File: src/rtl/core_id_opnd_stage.sv
// core_id_opnd_stage: decode-stage pipeline register with rs1/rs2 operand
// resolution from the register file or NUM_FWD downstream forwarding channels.
// Channel 0 is the youngest producer and wins when several channels match.
// Define CORE_ID_FWD_EN to enable data forwarding; without it the stage runs
// in interlock-only mode and stalls on any matching in-flight producer.
module core_id_opnd_stage #(
    parameter int XLEN        = 32,
    parameter int PC_WIDTH    = 32,
    parameter int INST_WIDTH  = 32,
    parameter int RFIDX_WIDTH = 5,
    parameter int NUM_FWD     = 3
) (
    input  logic                           clk,
    input  logic                           rst_n,
    input  logic                           valid_in,
    output logic                           ready_in,
    output logic                           valid_out,
    input  logic                           ready_out,
    input  logic                           i_pipe_flush_req,
    input  logic [PC_WIDTH-1:0]            i_pc,
    input  logic [INST_WIDTH-1:0]          i_inst,
    input  logic                           i_branch_predict,
    input  logic [RFIDX_WIDTH-1:0]         i_rs1_idx,
    input  logic [RFIDX_WIDTH-1:0]         i_rs2_idx,
    input  logic                           i_rs1_ren,
    input  logic                           i_rs2_ren,
    output logic [PC_WIDTH-1:0]            o_pc,
    output logic [INST_WIDTH-1:0]          o_inst,
    output logic                           o_branch_predict,
    output logic [RFIDX_WIDTH-1:0]         o_rs1_idx,
    output logic [RFIDX_WIDTH-1:0]         o_rs2_idx,
    output logic                           o_rs1_ren,
    output logic                           o_rs2_ren,
    input  logic [XLEN-1:0]                rs1_dat,
    input  logic [XLEN-1:0]                rs2_dat,
    input  logic [NUM_FWD*RFIDX_WIDTH-1:0] fwd_idx,
    input  logic [NUM_FWD-1:0]             fwd_wen,
    input  logic [NUM_FWD*XLEN-1:0]        fwd_dat,
    input  logic [NUM_FWD-1:0]             fwd_dat_vld,
    output logic [XLEN-1:0]                o_rs1_dat,
    output logic [XLEN-1:0]                o_rs2_dat,
    output logic                           o_hazard_stall
);

    logic                   v_q, v_d;
    logic [PC_WIDTH-1:0]    pc_q;
    logic [INST_WIDTH-1:0]  inst_q;
    logic                   bp_q;
    logic [RFIDX_WIDTH-1:0] rs1_idx_q, rs2_idx_q;
    logic                   rs1_ren_q, rs2_ren_q;

    logic [NUM_FWD-1:0]     m1, m2;
    logic                   stall1, stall2;
    logic                   capture;

    // Per-channel source match against the held indices; x0 never matches.
    always_comb begin
        m1 = '0;
        m2 = '0;
        for (int k = 0; k < NUM_FWD; k++) begin
            m1[k] = fwd_wen[k] && (fwd_idx[k*RFIDX_WIDTH +: RFIDX_WIDTH] == rs1_idx_q)
                    && (rs1_idx_q != '0) && rs1_ren_q;
            m2[k] = fwd_wen[k] && (fwd_idx[k*RFIDX_WIDTH +: RFIDX_WIDTH] == rs2_idx_q)
                    && (rs2_idx_q != '0) && rs2_ren_q;
        end
    end

`ifdef CORE_ID_FWD_EN
    logic            hit1, hit2, wvld1, wvld2;
    logic [XLEN-1:0] wdat1, wdat2;

    // Pick the lowest-index matching channel; scanning downward lets it overwrite older ones.
    always_comb begin
        hit1  = 1'b0;
        hit2  = 1'b0;
        wvld1 = 1'b1;
        wvld2 = 1'b1;
        wdat1 = '0;
        wdat2 = '0;
        for (int k = NUM_FWD - 1; k >= 0; k--) begin
            if (m1[k]) begin
                hit1  = 1'b1;
                wvld1 = fwd_dat_vld[k];
                wdat1 = fwd_dat[k*XLEN +: XLEN];
            end
            if (m2[k]) begin
                hit2  = 1'b1;
                wvld2 = fwd_dat_vld[k];
                wdat2 = fwd_dat[k*XLEN +: XLEN];
            end
        end
    end

    assign stall1    = hit1 & ~wvld1;
    assign stall2    = hit2 & ~wvld2;
    assign o_rs1_dat = hit1 ? wdat1 : rs1_dat;
    assign o_rs2_dat = hit2 ? wdat2 : rs2_dat;
`else
    // Interlock only: any in-flight producer of a source blocks until it retires.
    logic unused_fwd;
    assign unused_fwd = ^{fwd_dat, fwd_dat_vld};
    assign stall1     = |m1;
    assign stall2     = |m2;
    assign o_rs1_dat  = rs1_dat;
    assign o_rs2_dat  = rs2_dat;
`endif

    assign o_hazard_stall = v_q & (stall1 | stall2);
    assign valid_out      = v_q & ~o_hazard_stall & ~i_pipe_flush_req;
    assign ready_in       = ~v_q | (ready_out & ~o_hazard_stall);
    assign capture        = valid_in & ready_in & ~i_pipe_flush_req;

    // Valid next state: flush beats capture, capture beats drain.
    always_comb begin
        v_d = v_q;
        if (i_pipe_flush_req)            v_d = 1'b0;
        else if (capture)                v_d = 1'b1;
        else if (valid_out && ready_out) v_d = 1'b0;
    end

    // Entry valid bit, cleared asynchronously on reset.
    always_ff @(posedge clk or negedge rst_n) begin
        if (!rst_n) v_q <= 1'b0;
        else        v_q <= v_d;
    end

    // Entry payload; loads only on capture and otherwise holds.
    always_ff @(posedge clk or negedge rst_n) begin
        if (!rst_n) begin
            pc_q      <= '0;
            inst_q    <= '0;
            bp_q      <= 1'b0;
            rs1_idx_q <= '0;
            rs2_idx_q <= '0;
            rs1_ren_q <= 1'b0;
            rs2_ren_q <= 1'b0;
        end else if (capture) begin
            pc_q      <= i_pc;
            inst_q    <= i_inst;
            bp_q      <= i_branch_predict;
            rs1_idx_q <= i_rs1_idx;
            rs2_idx_q <= i_rs2_idx;
            rs1_ren_q <= i_rs1_ren;
            rs2_ren_q <= i_rs2_ren;
        end
    end

    assign o_pc             = pc_q;
    assign o_inst           = inst_q;
    assign o_branch_predict = bp_q;
    assign o_rs1_idx        = rs1_idx_q;
    assign o_rs2_idx        = rs2_idx_q;
    assign o_rs1_ren        = rs1_ren_q;
    assign o_rs2_ren        = rs2_ren_q;

endmodule

File: config.mk
export PLATFORM = sky130hd
export DESIGN_NAME = core_id_opnd_stage
export DESIGN_NICKNAME = d
export VERILOG_FILES = /design/src/rtl/core_id_opnd_stage.sv
export SDC_FILE = /design/constraint.sdc
export NUM_CORES = 1
export LEC_CHECK = 0
export ABC_AREA = 0
export CAP_MARGIN = 5
export CORE_AREA = 2 2 157 159
export DETAILED_ROUTE_END_ITERATION = 8
export DIE_AREA = 0 0 159 161
export GPL_TIMING_DRIVEN = 1
export PLACE_DENSITY = 0.61
export REMOVE_ABC_BUFFERS = 1
export SKIP_CTS_REPAIR_TIMING = 1
export SLEW_MARGIN = 20
export SYNTH_ARGS = -nofsm -noshare
export SYNTH_HDL_FRONTEND = slang
export SYNTH_SLANG_ARGS = --single-unit
File: constraint.sdc
create_clock -name clk -period 3.35 [get_ports clk]
set_input_delay 0.67 -clock clk [delete_from_list [all_inputs] [get_ports clk]]
set_output_delay 0.67 -clock clk [all_outputs]
set_load 0.005 [all_outputs]
### After elaboration in Yosys (flattened, before gate mapping)

Cells that the tools add are included.
Widths: inputs -> output; s select.

* flip-flop bits (word level): 78
* output and inout port bits: 144
* logic and storage cells: 52
* bits of input ports: 263

* eq/ne operators: 6
* muxes and demuxes: 3
* bitwise logic cells: 11
* reductions and logical operators: 24

Operators with widths (number)
* $eq 5x5->1: 6
* $logic_and 1x1->1: 19
* $reduce_bool 5->1: 2
* $and 1x1->1: 6
* $reduce_or 3->1: 2
* $mux 1: 3
* $not 1->1: 3
* $reduce_bool 3->1: 1
* $or 1x1->1: 2

### Logic depth before layout (Yosys ltp)

* depth after elaboration: 14
* depth in mapped cells: 8
* mapped depth without buffers: 6

### Worst setup path before layout

Ideal clock, no wire load.

* kind: input to register
* start point: input port fwd_idx[13]
* end point: register inst_q[0], in the netlist o_inst[0]
* library setup time: 0.128 ns
* data required time: 3.222 ns
* path slack: 0.876 ns
* stages: 8
* arrival: 2.346 ns
* buffers on the path: 2
* cells stage by stage: xor2_1 -> nor4_1 -> nand3_1 -> a31oi_1 -> a2111oi_4 -> buf_4 -> buf_4 -> mux2_1

* cells in the longest elaborated chain, start to end: 12
* elaborated cells on any way between the ends: 17
* those cells by class: eq/ne (2); bitwise (7); reduce/logical (8)

Ends and longest elaborated chain
* start, declared: RTL line 36 `input logic [NUM_FWD*RFIDX_WIDTH-1:0] fwd_idx,`
* $eq 5x5->1, on equally long branches: RTL line 61, 63
* $logic_and 1x1->1, on equally long branches: RTL line 61, 63
* $logic_and 1x1->1, on equally long branches (2 in a row): RTL line 62, 64
* $reduce_or 3->1, on equally long branches: RTL line 102, 103
* $or 1x1->1 *: RTL line 108 `assign o_hazard_stall = v_q & (stall1 | stall2);`
* $and 1x1->1 *: RTL line 108
* $not 1->1 *: RTL line 110 `assign ready_in = ~v_q | (ready_out & ~o_hazard_stall);`
* $and 1x1->1 *: RTL line 110
* $or 1x1->1 *: RTL line 110
* $and 1x1->1 * (2 in a row): RTL line 111 `assign capture = valid_in & ready_in & ~i_pipe_flush_req;`
* end signal, assigned: RTL line 139 `inst_q <= i_inst;`
* end, declared: RTL line 47 `logic [INST_WIDTH-1:0] inst_q;`

Every way passes the cells marked *; elsewhere a longest branch is shown, timed or not.
A chain may end at the register's enable or synchronous reset.

### Worst setup path in the final report

* start point: input port fwd_idx[7]
* end point: output port ready_in

* cells in the longest elaborated chain, start to end: 10
* elaborated cells on any way between the ends: 15
* those cells by class: eq/ne (2); bitwise (5); reduce/logical (8)

Ends and longest elaborated chain
* $eq 5x5->1, on equally long branches: RTL line 61, 63
* $logic_and 1x1->1, on equally long branches: RTL line 61, 63
* $logic_and 1x1->1, on equally long branches (2 in a row): RTL line 62, 64
* $reduce_or 3->1, on equally long branches: RTL line 102, 103
* $or 1x1->1 *: RTL line 108
* $and 1x1->1 *: RTL line 108
* $not 1->1 *: RTL line 110
* $and 1x1->1 *: RTL line 110
* $or 1x1->1 *: RTL line 110
* end, declared: RTL line 16 `output logic ready_in,`

Marked as above.

==> impl_metrics.csv <==
group,metric,value,unit
pwr,p_comb_frac,0.284,
min_path,hold_path_class,"in2async",
timing,maxSlewViolCount,0,
critical_path,cpPeakStageDelay,0.45,ns
global_routing,grt_overflow,0,
critical_path,cp_max_fo,2,
timing,tns,0,ns
job,max-cap-violations,0,
pwr,power,3121,uW
clock_tree,clockBufferDepth,2,
global_routing,grt_first_pass_wirelength,23.56,mm
layout,fillers,2563,
clock_tree,clk_latency,0.34,ns
pwr,p_leak,0.002365,uW
timing,hold_violations,0,
floorplan,core-area,23960,um2
detailed_routing,routed_wl,17.40,mm
floorplan,chipWidth,159,um
critical_path,critical_path_required,2.68,ns
logic_synthesis,synth.distinct_cells,20,
timing,setup_viol,0,
logic_synthesis,synth_top_area_frac,0.5132,
pwr,power.switching,828.5,uW
pwr,peakVddDrop,0.1809,mV
logic_synthesis,ys_top_cells_by_area,"dfrtp_1 51%, mux2_2 14%, buf_4 13%",
global_routing,grt_use_total,0.1334,
floorplan,die_h,161,um
critical_path,critPathKind,"in2out",
logic_synthesis,syn_avg_cell_area,13.35,um2
floorplan,num_rows,57,
logic_synthesis,synth_common_cells,"78 x dfrtp_1, 68 x buf_4, 47 x mux2_2, 30 x mux2_1, 24 x xor2_1",
placed_design,place_congestion,0.8759,
clock_tree,path_clk_slew,0.07,ns
clock_tree,cts_tree,"yes",
logic_synthesis,ys_seq_area_frac,0.5132,
detailed_routing,drt-pass1-iter-count,4,
pwr,sequentialPowerShare,0.397,
timing,post-route-period-util,0.9481,
logic_synthesis,synth_edf_count,0,
pwr,pwr-share-clk,0.319,
detailed_routing,drc,0,
pwr,swShare,0.2655,
critical_path,cp_data_arrival_time,2.51,ns
layout,instances_no_fill,755,
floorplan,initial_core_util,0.1587,
clock_tree,clockRootBuffer,"clkbuf_16",
floorplan,dieArea,25600,um2
critical_path,crit_path_cell_trace,"clkdlybuf4s50_1, xor2_1, nor4_2, nand3_1, a311oi_2, a211oi_2, dlymetal6s2s_1",
pwr,p_per_area,513.9,nW/um2
layout,nets,688,
detailed_routing,dr_total_vias,2738,
layout,drive_gt1_frac,0.2349,
clock_tree,clkSinkCount,78,
pwr,p_int,2293,uW
critical_path,endpoint_kind,"output port",
logic_synthesis,synth_warnings,0,
placed_design,dp_hpwl,14.80,mm
logic_synthesis,synth.most_common_cell,"dfrtp_1",
timing,fin_skew,0.007202,ns
detailed_routing,detail-route-antenna-nets,0,
placed_design,port_buffers,179,
logic_synthesis,synthArstFlopShare,1.000,
clock_tree,htreeDepth,3,
critical_path,critPathLaunchType,"input pin",
floorplan,io_pins,407,
timing,maxSlewHeadroom,0.4811,
timing,min_period,3.176,ns
logic_synthesis,ys.flop_type,"dfrtp_1",
status,status,"finished, final reports clean",
global_routing,grt_max_degree,79,
logic_synthesis,syn_area,3804,um2
logic_synthesis,synthCells,285,
detailed_routing,via_per_inst,3.626,
global_routing,grt_pass1_vias,2879,
placed_design,dp_cells,737,
clock_tree,numCtsBuffers,9,
placed_design,placed_area,5663,um2
logic_synthesis,ys_ff_latch,78,
detailed_routing,wl_per_cell,23.05,um
layout,area_delta_synth_final,59.67,%
global_routing,grt_antenna_before_repair,1,
timing,fmax,314.8,MHz
timing,rsz0062_at_grt,"false",
critical_path,cpMaxStageDelayCell,"clkdlybuf4s50_1",
detailed_routing,drt_iter0_markers,98,
timing,worst_hold_slack,0.3854,ns
logic_synthesis,yosys.area.top_type,"dfrtp_1",
timing,worst_slew_pin_slew,0.7784,ns
layout,final_area,6073,um2
area by class of cell:
type,count,area [um2],share of cell area
Timing Repair Buffer,201,2001,0.3294
Antenna cell,1,2.502,0.0004120
Tap cell,324,405.4,0.06675
Clock inverter,7,73.82,0.01215
Multi-Input combinational cell,133,1406,0.2316
Clock buffer,9,225.2,0.03708
Inverter,2,7.507,0.001236
Sequential cell,78,1952,0.3214
kinds of logic after synthesis:
group / after synthesis / share of synthesized area
simple gates: 17 / 0.02599
compound gates: 9 / 0.02237
buf+inv: 74 / 0.1414
flops: 78 / 0.5132
mux: 77 / 0.2280
xor+xnor: 30 / 0.06908
registers in the layout, summed over array words and instances (netlist names):
| signal | flops |
|---|---|
| o_branch_predict | 1 |
| o_inst | 32 |
| o_pc | 32 |
| o_rs1_idx | 5 |
| o_rs1_ren | 1 |
| o_rs2_idx | 5 |
| o_rs2_ren | 1 |
| v_q | 1 |
power groups by stage:
stage	clock, uW	combinational [uW]	sequential, uW
after CTS	1050	876	1240
after global routing	1080	949	1260
after detailed placement	0	871	1260
after global placement	0	868	1250
after floorplan	0	245	1260
final	995	888	1240
layer usage:
metal | GRT usage | vias up | share of wire | routed length (um)
met3 | 0.08115 | 45 | 0.13 | 2234
met5 | 0 | - | 0 | 0
met4 | 0.09876 | 0 | 0.085 | 1474
met2 | 0.2460 | 197 | 0.52 | 9105
li1 | - | 1187 | - | -
met1 | 0.09934 | 1309 | 0.26 | 4586
placed cells by master (no fill, tap or decap), types with 2 or more instances in the layout:
cell / count
buf_4: 20
buf_12: 3
clkdlybuf4s50_1: 174
o21ai_1: 2
or4_1: 2
xor2_1: 22
nand3_1: 5
mux2_2: 47
clkbuf_16: 9
mux2_1: 30
xnor2_1: 6
clkinvlp_4: 4
dlymetal6s2s_1: 3
xor2_2: 2
nor4_2: 6
dfrtp_1: 78
inv_1: 2
final timing paths:
| check | start | end | slack, ns | cells after the start |
|---|---|---|---|---|
| hold / removal | rst_n | o_rs2_idx[3]$_DFFE_PN0P_ | 0.39 | 1 |
| hold reg to reg | o_inst[21]$_DFFE_PN0P_ | o_inst[21]$_DFFE_PN0P_ | 0.48 | 1 |
| min in group clk | o_inst[21]$_DFFE_PN0P_ | o_inst[21]$_DFFE_PN0P_ | 0.48 | 1 |
| setup reg to reg | o_rs1_idx[2]$_DFFE_PN0P_ | o_inst[31]$_DFFE_PN0P_ | 0.37 | 8 |
| setup / recovery | fwd_idx[7] | ready_in | 0.17 | 7 |
| max in group asynchronous | rst_n | o_pc[31]$_DFFE_PN0P_ | 2.43 | 1 |
worst max-delay path: cells and delay by family:
| family | cells | cell delay, ns |
|---|---|---|
| simple gates | 2 | 0.58 |
| xor+xnor | 1 | 0.17 |
| buf+inv | 2 | 0.62 |
| compound gates | 2 | 0.47 |
through the flow:
step | setup WS, ns | utilization
floorplan | -1.189 | -
global placement | -0.3073 | 0.2363
detailed placement | -0.2687 | 0.2363
CTS | -0.3050 | 0.2488
global route | 0.09792 | 0.2533
finish | 0.1737 | 0.2534
Note: power is estimated with default switching activity, not from simulation.
